`config.mk`:
```
export PLATFORM = sky130hd
export DESIGN_NAME = parking_slot_manager
export DESIGN_NICKNAME = d
export VERILOG_FILES = /design/src/rtl/parking_slot_manager.sv
export SDC_FILE = /design/constraint.sdc
export NUM_CORES = 1
export LEC_CHECK = 0
export CORE_ASPECT_RATIO = 0.8
export CORE_MARGIN = 1
export CORE_UTILIZATION = 50
export DETAILED_ROUTE_END_ITERATION = 6
export MAX_ROUTING_LAYER = met4
export PLACE_DENSITY = 0.79
export SKIP_CTS_REPAIR_TIMING = 1
export SYNTH_ARGS = -nofsm -noshare
export SYNTH_HDL_FRONTEND = slang
export SYNTH_SLANG_ARGS = --single-unit
```
`constraint.sdc`:
```
create_clock -name clk -period 1.9 [get_ports clk]
set_input_delay 0.38 -clock clk [delete_from_list [all_inputs] [get_ports clk]]
set_output_delay 0.38 -clock clk [all_outputs]
set_load 0.005 [all_outputs]
```
`src/rtl/parking_slot_manager.sv`:
```
// Parking lot slot allocator and gate sequencer: hands the lowest free slot to
// each entering car, releases slots on exit and holds the gate open per transaction.
module parking_slot_manager #(
  parameter int NUM_SLOTS   = 8,
  parameter int IDX_W       = $clog2(NUM_SLOTS),
  parameter int GATE_CYCLES = 4
) (
  input  logic                 clk,
  input  logic                 rst_n,
  input  logic                 entry_req,
  input  logic                 exit_req,
  input  logic [IDX_W-1:0]     exit_slot,
  output logic                 entry_ack,
  output logic [IDX_W-1:0]     entry_slot,
  output logic                 entry_reject,
  output logic                 exit_ack,
  output logic                 exit_err,
  output logic [NUM_SLOTS-1:0] exit_location,
  output logic [NUM_SLOTS-1:0] occupancy,
  output logic [IDX_W:0]       free_count,
  output logic                 full,
  output logic                 empty,
  output logic                 gate_open,
  output logic                 busy
);

  localparam int CNT_W = (GATE_CYCLES > 1) ? $clog2(GATE_CYCLES) : 1;
  localparam logic [CNT_W-1:0] CNT_LOAD  = CNT_W'(GATE_CYCLES - 1);
  localparam logic [IDX_W:0]   SLOTS_CNT = (IDX_W + 1)'(NUM_SLOTS);

  typedef enum logic [1:0] {
    IDLE       = 2'd0,
    ENTRY_OPEN = 2'd1,
    EXIT_OPEN  = 2'd2
  } state_e;

  state_e               state_q, state_d;
  logic [CNT_W-1:0]     gate_cnt_q, gate_cnt_d;
  logic [NUM_SLOTS-1:0] occupancy_q, occupancy_d;
  logic [NUM_SLOTS-1:0] exit_location_q, exit_location_d;
  logic [IDX_W:0]       free_count_q, free_count_d;
  logic [IDX_W-1:0]     entry_slot_q, entry_slot_d;
  logic                 entry_ack_q, entry_ack_d;
  logic                 entry_reject_q, entry_reject_d;
  logic                 exit_ack_q, exit_ack_d;
  logic                 exit_err_q, exit_err_d;
  logic                 gate_open_q, gate_open_d;

  logic                 free_found;
  logic [IDX_W-1:0]     free_idx;
  logic [NUM_SLOTS-1:0] free_onehot;
  logic                 exit_hit;
  logic [NUM_SLOTS-1:0] exit_onehot;

  // Lowest-index free slot: scanning downward lets the last hit win.
  always_comb begin
    free_found  = 1'b0;
    free_idx    = '0;
    free_onehot = '0;
    for (int k = NUM_SLOTS - 1; k >= 0; k--) begin
      if (!occupancy_q[k]) begin
        free_found     = 1'b1;
        free_idx       = IDX_W'(k);
        free_onehot    = '0;
        free_onehot[k] = 1'b1;
      end else begin
        free_found = free_found;
      end
    end
  end

  // Decode the exit index; an index beyond the last slot matches nothing and is invalid.
  always_comb begin
    exit_hit    = 1'b0;
    exit_onehot = '0;
    for (int k = 0; k < NUM_SLOTS; k++) begin
      if (exit_slot == IDX_W'(k)) begin
        exit_onehot[k] = 1'b1;
        exit_hit       = occupancy_q[k];
      end else begin
        exit_onehot[k] = 1'b0;
      end
    end
  end

  // Next-state and registered-output computation.
  always_comb begin
    state_d         = state_q;
    gate_cnt_d      = gate_cnt_q;
    occupancy_d     = occupancy_q;
    exit_location_d = exit_location_q;
    free_count_d    = free_count_q;
    entry_slot_d    = entry_slot_q;
    gate_open_d     = gate_open_q;
    entry_ack_d     = 1'b0;
    entry_reject_d  = 1'b0;
    exit_ack_d      = 1'b0;
    exit_err_d      = 1'b0;
    case (state_q)
      IDLE: begin
        if (exit_req) begin
          if (exit_hit) begin
            occupancy_d     = occupancy_q & ~exit_onehot;
            free_count_d    = free_count_q + (IDX_W + 1)'(1);
            exit_location_d = exit_onehot;
            exit_ack_d      = 1'b1;
            gate_open_d     = 1'b1;
            gate_cnt_d      = CNT_LOAD;
            state_d         = EXIT_OPEN;
          end else begin
            exit_err_d = 1'b1;
          end
        end else if (entry_req) begin
          if (free_found) begin
            occupancy_d  = occupancy_q | free_onehot;
            free_count_d = free_count_q - (IDX_W + 1)'(1);
            entry_slot_d = free_idx;
            entry_ack_d  = 1'b1;
            gate_open_d  = 1'b1;
            gate_cnt_d   = CNT_LOAD;
            state_d      = ENTRY_OPEN;
          end else begin
            entry_reject_d = 1'b1;
          end
        end else begin
          state_d = IDLE;
        end
      end
      ENTRY_OPEN, EXIT_OPEN: begin
        if (gate_cnt_q == '0) begin
          gate_open_d = 1'b0;
          state_d     = IDLE;
        end else begin
          gate_cnt_d = gate_cnt_q - CNT_W'(1);
        end
      end
      default: begin
        state_d     = IDLE;
        gate_open_d = 1'b0;
        gate_cnt_d  = '0;
      end
    endcase
  end

  // State and output registers.
  always_ff @(posedge clk or negedge rst_n) begin
    if (!rst_n) begin
      state_q         <= IDLE;
      gate_cnt_q      <= '0;
      occupancy_q     <= '0;
      exit_location_q <= '0;
      free_count_q    <= SLOTS_CNT;
      entry_slot_q    <= '0;
      entry_ack_q     <= 1'b0;
      entry_reject_q  <= 1'b0;
      exit_ack_q      <= 1'b0;
      exit_err_q      <= 1'b0;
      gate_open_q     <= 1'b0;
    end else begin
      state_q         <= state_d;
      gate_cnt_q      <= gate_cnt_d;
      occupancy_q     <= occupancy_d;
      exit_location_q <= exit_location_d;
      free_count_q    <= free_count_d;
      entry_slot_q    <= entry_slot_d;
      entry_ack_q     <= entry_ack_d;
      entry_reject_q  <= entry_reject_d;
      exit_ack_q      <= exit_ack_d;
      exit_err_q      <= exit_err_d;
      gate_open_q     <= gate_open_d;
    end
  end

  assign entry_ack     = entry_ack_q;
  assign entry_slot    = entry_slot_q;
  assign entry_reject  = entry_reject_q;
  assign exit_ack      = exit_ack_q;
  assign exit_err      = exit_err_q;
  assign exit_location = exit_location_q;
  assign occupancy     = occupancy_q;
  assign free_count    = free_count_q;
  assign gate_open     = gate_open_q;
  assign full          = (free_count_q == (IDX_W + 1)'(0));
  assign empty         = (free_count_q == SLOTS_CNT);
  assign busy          = (state_q != IDLE);

endmodule

```
==> impl_metrics.csv, run 1 <==
group,metric,value,unit
sta,layout_min_cycle_time,1.85,ns
yosys,synth.avg_cell_area,10.9,µm²
global_routing,grt_usage,26.6,%
clock_network,cts-htree-levels,2,
yosys,seq_area_frac_synth,46.5,%
cells_and_area,area.growth.synth_to_final,50.0,%
power_and_ir_drop,power_per_cell_area,1540,mW/mm²
floorplan,num_io_pins,38,
routing,drt_first_iter_violations,134,
clock_network,buffer_type_at_the_clock_tree_root,"clkbuf_8",
min_path,min_path_cells,1,
yosys,synth.ff_latch_count,32,
cells_and_area,design_area,0.00259,mm²
sta,max_freq,0.541,GHz
clock_network,cts_sinks,32,
critical_path,r2r_setup_slack,0.05,ns
critical_path,critical_path.slowest_cell,"dfrtp_1",
global_routing,overflow,0,
cells_and_area,num_antenna_cells,0,
yosys,synth_area,0.00173,mm²
sta,finalSetupTns,0,ns
critical_path,ff2ff_path_depth,6,
sta,final-max-slew-violation-count,0,
min_path,hold_path_end,"exit_location[1]$_DFFE_PN0P_",
floorplan,core-area,0.00318,mm²
sta,slew-limit-headroom,62.5,%
sta,rsz0062_at_grt,"false",
clock_network,cts.path.max_buffers,2,
critical_path,crit_path_max_cell_delay,0.38,ns
yosys,async_flop_share,100,%
sta,hold_viol_final,0,
critical_path,critical_path_arrival,2.01,ns
global_routing,grt_start_max_net_pins,33,
critical_path,setup.worst_path.class,"flip-flop to flip-flop",
min_path,holdCritPathClass,"flip-flop to flip-flop",
sta,final-setup-viol-count,0,
routing,detail_route.vias_per_cell,5.54,
placed_design,finalWeightedCongestion,0.938,
cells_and_area,drive_gt1_share,33.5,%
yosys,synth.largest_area_cell,"dfrtp_1",
yosys,synth_top_flop_cell,"dfrtp_1",
critical_path,crit_chain,"nand4_1, buf_4, o31a_1, nor3_1, a221oi_2, mux2_1",
placed_design,total_half_perimeter_wirelength_after_legalization_and_detailed_placement,3170,µm
yosys,post_synth_num_cell_types,51,
cells_and_area,finalNetCount,254,
yosys,synth_fp_nets,171,
clock_network,clk_pin_slew,0.07,ns
power_and_ir_drop,finalPower,3980,µW
floorplan,die_width,67.7,µm
global_routing,grt_antenna_before_repair,0,
yosys,synth.yosys.warnings,0,
flow_run,timing.max_cap.violations,0,
routing,routed-via-count,1563,
critical_path,cp-start-kind,"flip-flop",
status,status,"finished clean",
clock_network,tritoncts.num_buffers,5,
min_path,min_from,"exit_location[1]$_DFFE_PN0P_",
clock_network,cts_tree,"built",
sta,worst-slew-pin-transition,0.562,ns
power_and_ir_drop,vdd_ir_drop_max,0.936,mV
sta,finalClockSkew,0.00608,ns
sta,min_period_over_period,97.3,%
power_and_ir_drop,static-leakage-power,0.00129,µW
yosys,post_synth_main_area_contributors,"dfrtp_1 (45%), ha_1 (3.6%), a21oi_1 (2.6%)",
yosys,postSynthCellCount,158,
clock_network,insertion_delay,0.28,ns
routing,post_detailed_routing_wire_length,4480,µm
global_routing,number_of_global_route_vias_before_repair,1466,
floorplan,die_h,54.5,µm
floorplan,fp-row-count,18,
routing,drc_violations,0,
critical_path,crit_path_end_kind,"flip-flop",
routing,wl_per_cell,15.9,µm
placed_design,port-buffer-count,37,
yosys,synth_top_cell_area_share,45.0,%
floorplan,die-area,0.00369,mm²
critical_path,critPathBufInv,1,
routing,drtPass1Iterations,4,
sta,worst_hold_slack,0.478,ns
critical_path,critical_path_peak_fanout,4,
yosys,synth_edf_count,0,
routing,antenna_left,0,
placed_design,place_area,0.00240,mm²
critical_path,crit_family,"simple AND/OR/NAND/NOR gates",
floorplan,initial_utilization,54.3,%
global_routing,first_pass_grt_wire_length,6850,µm
critical_path,cp.required,2.06,ns
critical_path,crit-reg2reg-capture,"gate_cnt_q[0]$_DFFE_PN0P_",
critical_path,critical_path.reg2reg.startpoint,"occupancy[1]$_DFFE_PN0P_",
logic make-up (layout without fill, tap and decap cells):
group	Yosys count	count (layout)	synth area share, %
flip-flops	32	32	46.5
AO/OA/AOI/OAI	42	42	19.7
buffers and inverters	16	100	4.64
AND/OR/NAND/NOR	52	52	18.1
XOR/XNOR	3	3	1.52
multiplexers	7	7	4.79
adder cells (fa/ha/maj)	6	6	4.79
synth_stat cells, drive strengths merged, types with 2 or more instances:
library cell   n
a21o           5
a21oi         10
a31oi          2
a32o           3
and2           2
and2b          4
buf            6
dfrtp         31
ha             5
inv           10
mux2           4
mux2i          3
nand2         12
nand2b         2
nand3          4
nand4          2
nor2          12
nor2b          3
nor3           3
o21a           2
o21ai          6
o22a           2
or2            2
xor2           3
layout make-up:
class / count / area [µm²]
repair buffers: 82 / 726
flip-flops and latches: 32 / 805
well taps: 40 / 50.0
multi-input cells: 110 / 878
clock inverters: 2 / 10.0
fillers: 172 / 587
clock buffers: 6 / 82.6
inverters: 10 / 37.5
routing by layer:
metal  track usage, %  vias to the layer above  wire, µm
met3             6.04                        4       260
met5                -                        -         0
li1                 -                      731         -
met1             34.6                      766      2010
met4             7.80                        0        22
met2             41.4                       62      2190
stage by stage:
stage	std cells	utilization [%]	worst slack [ns]
after floorplan	158	-	0.106
after global routing	282	81.5	0.0188
final	282	81.5	0.0514
after CTS	276	78.4	-0.169
after detailed placement	268	75.5	-0.459
after global placement	268	75.5	-0.409
placed cells by master, fill, tap and decap left out, types with 5 or more instances in the layout:
cell,n
nor2_1,11
inv_1,9
clkbuf_8,6
a21o_1,5
a21oi_1,9
nand2_1,11
dlymetal6s2s_1,7
buf_4,45
dfrtp_1,29
clkdlybuf4s50_1,30
o21ai_0,6
worst max path at each step:
| stage | start | to | depth (start not counted) |
|---|---|---|---|
| global route | occupancy[1]$_DFFE_PN0P_ | occupancy[6]$_DFFE_PN0P_ | 5 |
| finish | occupancy[1]$_DFFE_PN0P_ | gate_cnt_q[0]$_DFFE_PN0P_ | 6 |
| CTS | exit_slot[1] | gate_cnt_q[0]$_DFFE_PN0P_ | 7 |
| detailed placement | exit_slot[1] | gate_cnt_q[0]$_DFFE_PN0P_ | 7 |
| floorplan | exit_slot[2] | gate_cnt_q[0]$_DFFE_PN0P_ | 6 |
| global placement | exit_slot[1] | gate_cnt_q[1]$_DFFE_PN0P_ | 7 |
power breakdown:
group | internal [µW] | leakage [µW] | total (µW) | switching [µW]
sequential | 971 | 0.000389 | 1170 | 202
clock | 289 | 0.0000510 | 536 | 247
combinational | 1290 | 0.000853 | 2270 | 976
total | 2550 | 0.00129 | 3980 | 1430
sequential cells by signal (all words and copies together) (netlist names):
| signal | flops |
|---|---|
| gate_cnt_q | 2 |
| free_count | 4 |
| gate_open | 1 |
| occupancy | 8 |
| entry_slot | 3 |
| exit_location | 8 |
| exit_ack | 1 |
| entry_ack | 1 |
| exit_err | 1 |
| entry_reject | 1 |
| state_q | 2 |
worst reg2reg max path: cells and delay by family (launching register included):
family	cells	cell delay (ns)
AOI/OAI and AO/OA	2	0.35
and+or+nand+nor	2	0.46
DFF	1	0.38
muxes	1	0.32
buffers and inverters	1	0.22
Power figures use the tool's default switching activity.
==> run 2: changes to the inputs <==
Settings changed: CTS_CLUSTER_DIAMETER set to 80.
==> results of run 2 <==
The final DEF is identical to that of run 1; final timing and power are the same.
